File: config.mk
export PLATFORM = sky130hd
export DESIGN_NAME = pipe_stage_buf
export DESIGN_NICKNAME = d
export VERILOG_FILES = /design/src/rtl/pipe_stage_buf.sv
export SDC_FILE = /design/constraint.sdc
export NUM_CORES = 1
export LEC_CHECK = 0
export ABC_CLOCK_PERIOD_IN_PS = 3500
export CAP_MARGIN = 5
export CORE_ASPECT_RATIO = 0.5
export CORE_MARGIN = 8
export CORE_UTILIZATION = 51
export CTS_CLUSTER_SIZE = 40
export DETAILED_ROUTE_END_ITERATION = 6
export PLACE_DENSITY = 0.84
export RECOVER_POWER = 50
export SLEW_MARGIN = 5
export SYNTH_ARGS = -nofsm -noshare
export SYNTH_HDL_FRONTEND = slang
export SYNTH_SLANG_ARGS = --single-unit
File: constraint.sdc
create_clock -name clk -period 3.5 [get_ports clk]
set_input_delay 0.35 -clock clk [delete_from_list [all_inputs] [get_ports clk]]
set_output_delay 0.35 -clock clk [all_outputs]
set_load 0.05 [all_outputs]
File: src/rtl/pipe_stage_buf.sv
`default_nettype none
// ============================================================================
// pipe_stage_buf : valid/ready inter-stage register, optional 2-entry skid,
//                  hold/flush control and a saturating flush-drop counter.
// Revision 1.0
// ============================================================================
module pipe_stage_buf #(
  parameter int                DATA_W      = 32,
  parameter int                PC_W        = 32,
  parameter logic [DATA_W-1:0] BUBBLE_DATA = '0,
  parameter int                SKID        = 1,
  parameter int                CNT_W       = 8
) (
  input  logic              clk,
  input  logic              rst_n,
  input  logic              in_valid,
  output logic              in_ready,
  input  logic [DATA_W-1:0] in_data,
  input  logic [PC_W-1:0]   in_pc,
  output logic              out_valid,
  input  logic              out_ready,
  output logic [DATA_W-1:0] out_data,
  output logic [PC_W-1:0]   out_pc,
  input  logic              hold,
  input  logic              flush,
  output logic [1:0]        occupancy,
  output logic [CNT_W-1:0]  drop_cnt
);

  logic              r_m_valid;
  logic [DATA_W-1:0] r_m_data;
  logic [PC_W-1:0]   r_m_pc;
  logic              w_s_valid;
  logic [DATA_W-1:0] w_s_data;
  logic [PC_W-1:0]   w_s_pc;
  logic [CNT_W-1:0]  r_drop_cnt;
  logic              w_up_fire;
  logic              w_dn_fire;
  logic [1:0]        w_drop_inc;
  logic [CNT_W:0]    w_drop_sum;

  assign w_dn_fire = r_m_valid & out_ready & ~hold;
  assign w_up_fire = in_valid & in_ready;

  generate
    if (SKID != 0) begin : g_skid
      logic              r_s_valid;
      logic [DATA_W-1:0] r_s_data;
      logic [PC_W-1:0]   r_s_pc;

      // S only fills while M is stalled, so it always holds the younger entry.
      always_ff @(posedge clk or negedge rst_n) begin
        if (!rst_n) begin
          r_s_valid <= 1'b0;
          r_s_data  <= '0;
          r_s_pc    <= '0;
        end else if (flush || w_dn_fire) begin
          r_s_valid <= 1'b0;
        end else if (r_m_valid && w_up_fire) begin
          r_s_valid <= 1'b1;
          r_s_data  <= in_data;
          r_s_pc    <= in_pc;
        end
      end

      assign in_ready  = ~r_s_valid;
      assign w_s_valid = r_s_valid;
      assign w_s_data  = r_s_data;
      assign w_s_pc    = r_s_pc;
    end else begin : g_no_skid
      assign in_ready  = ~r_m_valid | (out_ready & ~hold);
      assign w_s_valid = 1'b0;
      assign w_s_data  = '0;
      assign w_s_pc    = '0;
    end
  endgenerate

  always_ff @(posedge clk or negedge rst_n) begin
    if (!rst_n) begin
      r_m_valid <= 1'b0;
      r_m_data  <= '0;
      r_m_pc    <= '0;
    end else if (flush) begin
      r_m_valid <= 1'b0;
    end else if (!r_m_valid || w_dn_fire) begin
      if (w_s_valid) begin
        r_m_data <= w_s_data;
        r_m_pc   <= w_s_pc;
      end else if (w_up_fire) begin
        r_m_valid <= 1'b1;
        r_m_data  <= in_data;
        r_m_pc    <= in_pc;
      end else begin
        r_m_valid <= 1'b0;
      end
    end
  end

  // An entry leaving via dn_fire during a flush belongs to downstream, not dropped.
  assign w_drop_inc = {1'b0, r_m_valid & ~w_dn_fire} + {1'b0, w_s_valid} + {1'b0, w_up_fire};
  assign w_drop_sum = {1'b0, r_drop_cnt} + {{(CNT_W-1){1'b0}}, w_drop_inc};

  always_ff @(posedge clk or negedge rst_n) begin
    if (!rst_n) begin
      r_drop_cnt <= '0;
    end else if (flush) begin
      r_drop_cnt <= w_drop_sum[CNT_W] ? {CNT_W{1'b1}} : w_drop_sum[CNT_W-1:0];
    end
  end

  assign out_valid = r_m_valid;
  assign out_data  = r_m_valid ? r_m_data : BUBBLE_DATA;
  assign out_pc    = r_m_valid ? r_m_pc : '0;
  assign occupancy = {1'b0, r_m_valid} + {1'b0, w_s_valid};
  assign drop_cnt  = r_drop_cnt;

endmodule
`default_nettype wire
-- Word-level counts from Yosys, hierarchy flattened
Cells that the tools add are included.
- equality and inequality tests: 1
- bitwise logic cells: 9
- reductions and logical operators: 10
- add/subtract/negate cells: 4
- div/mod/pow operators: 0
- mux-type cells: 13
- order comparisons: 0
- shift-type cells: 0
- multiply operators: 0
- operator list (cell ; number):
    2-to-1 mux 32 bit ; 6
    adder 8 x 2 -> 9 bit ; 1
    2-to-1 mux 8 bit ; 1
    2-to-1 mux 1 bit ; 6
    nonzero test 2 bit ; 3
    NOT 1 bit ; 5
    adder 1 x 1 -> 2 bit ; 2
    bitwise AND 1 bit ; 4
    AND reduction 2 bit ; 2
    AND reduction 3 bit ; 1
    adder 2 x 1 -> 2 bit ; 1
    logical OR 1 bit ; 2
    != test 2 bit, second input constant ; 1
    logical AND 1 bit ; 1
    logical NOT 1 bit ; 1
- output and inout port bits: 76
- input bits: 70
- logic and storage cells: 44
- ROM bits: 0
- memories kept: 0
- bits in latches: 0
- bits in registers: 138
- memory bits (writable): 0

-- Depth between registers and ports, before layout
- depth in word-level cells: 8
- gate-level depth with buffers: 9
- depth with buffers taken out: 9

-- Worst setup path after synthesis
No wires, ideal clock.
- path type: register -> register
- start point: reg r_m_valid (netlist: out_valid)
- end point: reg r_drop_cnt[6] (netlist: drop_cnt[6])
- data arrival time: 2822 ps
- path slack: 553 ps
- required time: 3375 ps
- library setup time: 125 ps
- period minus slack after synthesis: 2947 ps
- path buffers: 1
- stages on the path, launching flop included: 10
- path through: dfrtp_1 -> clkbuf_1 -> nand2_1 -> fa_1 -> inv_1 -> ha_1 -> fa_1 -> and3_1 -> nand4_1 -> mux2_2
- longest elaborated chain between the ends: 8
- ends and longest elaborated chain (item ; line ; source):
    start, declared ; 30 ; logic r_m_valid;
    start signal, assigned ; 80 ; r_m_valid <= 1'b0;
    start signal, assigned ; 84 ; r_m_valid <= 1'b0;
    start signal, assigned ; 90 ; r_m_valid <= 1'b1;
    bitwise AND 1 bit (2 in series) ; 42 ; assign w_dn_fire = r_m_valid & out_ready & ~hold;
    NOT 1 bit ; 100 ; assign w_drop_inc = {1'b0, r_m_valid & ~w_dn_fire} + {1'b0, w_s_valid} + {1'b0, w_up_fire};
    bitwise AND 1 bit (*) ; 100 ;
    adder 1 x 1 -> 2 bit (*) ; 100 ;
    adder 2 x 1 -> 2 bit (*) ; 100 ;
    adder 8 x 2 -> 9 bit (*) ; 101 ; assign w_drop_sum = {1'b0, r_drop_cnt} + {{(CNT_W-1){1'b0}}, w_drop_inc};
    2-to-1 mux 8 bit (*) ; 107 ; r_drop_cnt <= w_drop_sum[CNT_W] ? {CNT_W{1'b1}} : w_drop_sum[CNT_W-1:0];
    end signal, assigned ; 107 ;
    end, declared ; 36 ; logic [CNT_W-1:0] r_drop_cnt;
Every way passes the cells marked *; elsewhere a longest branch is shown, timed or not.
A chain may end at the register's enable or synchronous reset.

-- Worst setup path in the final report
- start point: reg r_m_valid (netlist: out_valid)
- end point: out out_data[23]
- longest elaborated chain between the ends: 1
- ends and longest elaborated chain (item ; line ; source):
    2-to-1 mux 32 bit ; 112 ; assign out_data = r_m_valid ? r_m_data : BUBBLE_DATA;
    end, declared ; 22 ; output logic [DATA_W-1:0] out_data,
Every way passes these cells.

==> key figures <==
Run status
  • Status: finished with violations
  • Failing checks: max-capacitance violations, max-slew violations

Logic synthesis
  • Async SR Flop Fraction: 100.0%
  • Syn Nets: 548
  • Sequential area share after synthesis: 52.39%
  • Netlist cell types: 30
  • Post-synthesis register bit count: 138
  • Cell area after synthesis: 6591 µm²
  • Synthesized area per cell: 13.94 µm²
  • Cells after synthesis: 473
  • Post-synth top area cell: dfrtp_1
  • Synthesis warning total: 0
  • Ranking of synthesized cells by area: dfrtp_1 52%, mux2_2 32%, and2_1 6.1%, buf_6 2.1%, mux2_1 1.0%
  • Post-synth EDFFs: 0
  • Synth Flop Type: dfrtp_1
  • Post-synth top area share: 52.39%

Final layout
  • Nets@finish: 692
  • Multi-input combinational cell area: 2925 µm²
  • Synthesis-to-finish area growth: 34.36%
  • ANT cells: 0
  • Commonest non-fill, non-tap cell in the layout: mux2_2
  • Storage element area: 3456 µm²
  • FILL cells: 904
  • Layout cell share with drive strength beyond 1: 36.98%
  • Layout Cells excl Fill: 800
  • Commonest cells after routing, fill and taps aside: 188 x mux2_2, 143 x clkdlybuf4s50_1, 136 x dfrtp_1
  • Post-layout instance area: 8856 µm²

Setup path
  • R2r setup slk: 920 ps
  • Slowest cell delay on critical path: 820 ps
  • CP arrival: 2370 ps
  • Worst R2R End: drop_cnt[6]$_DFFE_PN0P_
  • Origin of the worst setup path: out_valid$_DFFE_PN0P_
  • RR Startpoint: g_skid.r_s_valid$_DFFE_PN0P_
  • Crit end category: output port
  • Top fanout value on the critical path: 71
  • R2R depth: 8
  • Worst path slowest cell: clkdlybuf4s50_1
  • CP startpoint kind: flip-flop
  • Req. time, crit path: 3150 ps
  • CP cell instances: buf_4 > and2_1 > clkdlybuf4s50_1
  • WS Path Type: flip-flop to output port

Clock network
  • Clock root cell: clkbuf_16
  • H-tree levels: 4
  • Clock Sinks: 138
  • Clock slew at reported path FFs: 60 ps
  • TritonCTS clock tree: yes
  • Post-CTS sizing: 0
  • Clock Path Buffers: 2
  • Post CTS Setup Buffer Count: 0
  • CTS Hold Bufs: 0
  • Num CTS Buffers: 17
  • Worst skew pair latency: 410 ps

Floorplanning
  • Initial core utilization: 52.20%
  • Die Footprint: 17,040 µm²
  • Die X: 176.8 µm
  • Rows: 29
  • Ports: 146
  • Core ar.: 12,630 µm²
  • Die Ht: 96.39 µm

Power and ir drop
  • Pleak: 3.704 nW
  • IR drop worst, VDD: 0.0003105 V
  • Pwr dens: 676.5 nW/µm²
  • Tot Pwr: 0.005992 W

Place
  • Post-placement cell area: 8162 µm²
  • Port Buffers: 145
  • DP Cell Count: 768
  • GP Congestion: 0.7358
  • Place WS: 478.0 ps
  • HPWL Detailed: 9292 µm

Detailed routing
  • DR top layer: met4
  • Drt pass-1 iters: 4
  • Metal2 WL: 7709 µm
  • Residual DRC: 0
  • Routed len/inst: 18.06 µm
  • Antenna viol nets, final: 0
  • Routed met1 length: 6003 µm
  • Routed WL: 14,450 µm
  • Vias: 4,177
  • Met3 WL: 557 µm
  • Vias/cell: 5.221
  • 1st-iter DRT viols: 162

GRT
  • Initial antenna violation count: 0
  • Pin count of the biggest net entering global routing: 95
  • Global route overflow: 0
  • Wire length of the first global-routing pass: 23,860 µm
  • Vias in the first global route: 4,693
  • GRT Resource Usage Total: 17.53%

STA
  • Min Tclk post-route: 2724 ps
  • Final hold violation count: 0
  • Setup_tns: 0 ps
  • Final WS setup: 776.5 ps
  • Clock skew: 7.956 ps
  • RSZ-0062 raised after global routing: no
  • Worst-Margin Slew: 2396 ps
  • Max Freq: 0.3672 GHz
  • Tcrit/Tclk final: 77.81%
  • Slew Limit Fails: 94
  • Slew HR: -59.73%
  • Setup violators final: 0

Min path
  • Worst Hold Launch: g_skid.r_s_data[3]$_DFFE_PN0P_
  • WHS Path Cells: 1
  • Worst Hold Class: flip-flop to flip-flop
  • Hold EP: g_skid.r_s_data[3]$_DFFE_PN0P_

Run
  • Max_cap viols: 1
[metal layers]
layer	vias to the layer above	track usage, %
li1	1944	-
met1	2143	20.16
met2	72	32.51
met5	-	0
met3	18	3.879
met4	0	6.046
[per-stage QoR]
stage | util [%] | hold slack [ps]
floorplan | - | 54.41
global placement | 64.64 | 469.7
detailed placement | 64.64 | 479.0
CTS | 70.21 | 71.97
global route | 70.13 | 513.5
finish | 70.13 | 488.9
[worst max-delay path by stage]
stage / end / slack [ps] / cells past startpoint
floorplan: drop_cnt[6]$_DFFE_PN0P_ / 550 / 9
global placement: drop_cnt[6]$_DFFE_PN0P_ / 520 / 10
detailed placement: drop_cnt[6]$_DFFE_PN0P_ / 480 / 10
CTS: out_data[23] / 730 / 3
global route: out_data[25] / 660 / 3
finish: out_data[23] / 780 / 3
[kinds of logic after synthesis]
kind of cell | count (synthesis) | share of synthesized area, %
DFF | 138 | 52.39
adders and majority gates | 5 | 1.177
muxes | 195 | 33.30
AOI/OAI and AO/OA | 14 | 1.500
buffers and inverters | 35 | 3.474
and+or+nand+nor | 86 | 8.162
[synth_stat cells, types with 2 or more instances]
library cell  instances
clkbuf_1             10
inv_1                 6
and3_1                2
mux2_2              188
a21oi_1               6
dfrtp_1             138
nand2b_4              2
fa_1                  2
buf_6                12
o21ai_0               2
and2_1               64
nand4_1               4
nand2_1               5
nand2b_1              2
mux2_1                6
nand3_1               2
buf_2                 6
nor3_1                2
ha_1                  3
[flip-flops by register name (all words and copies together), names as in the netlist]
signal and count:
drop_cnt 8, g_skid.r_s_data 32, r_m_pc 32, g_skid.r_s_valid 1
r_m_data 32, g_skid.r_s_pc 32, out_valid 1
[final cells by class]
class,count,share of cell area (%)
Sequential cell,138,39.02
Multi-Input combinational cell,300,33.03
Inverter,6,0.2543
Timing Repair Buffer,154,17.34
Tap cell,170,2.402
Clock buffer,19,4.888
Clock inverter,13,3.066
[power breakdown]
group / leakage, nW / internal, W / switching (W)
logic: 1.71 / 0.000745 / 0.000829
registers: 1.65 / 0.00204 / 0.000234
clock network: 0.341 / 0.00148 / 0.000666
[worst max-delay path: cells and delay by family, from the launching register on]
kind	cells	cell delay (ps)
AND/OR/NAND/NOR	1	260
flip-flops	1	350
buffers and inverters	2	1350
No activity file was read; power rests on OpenSTA's default activity.
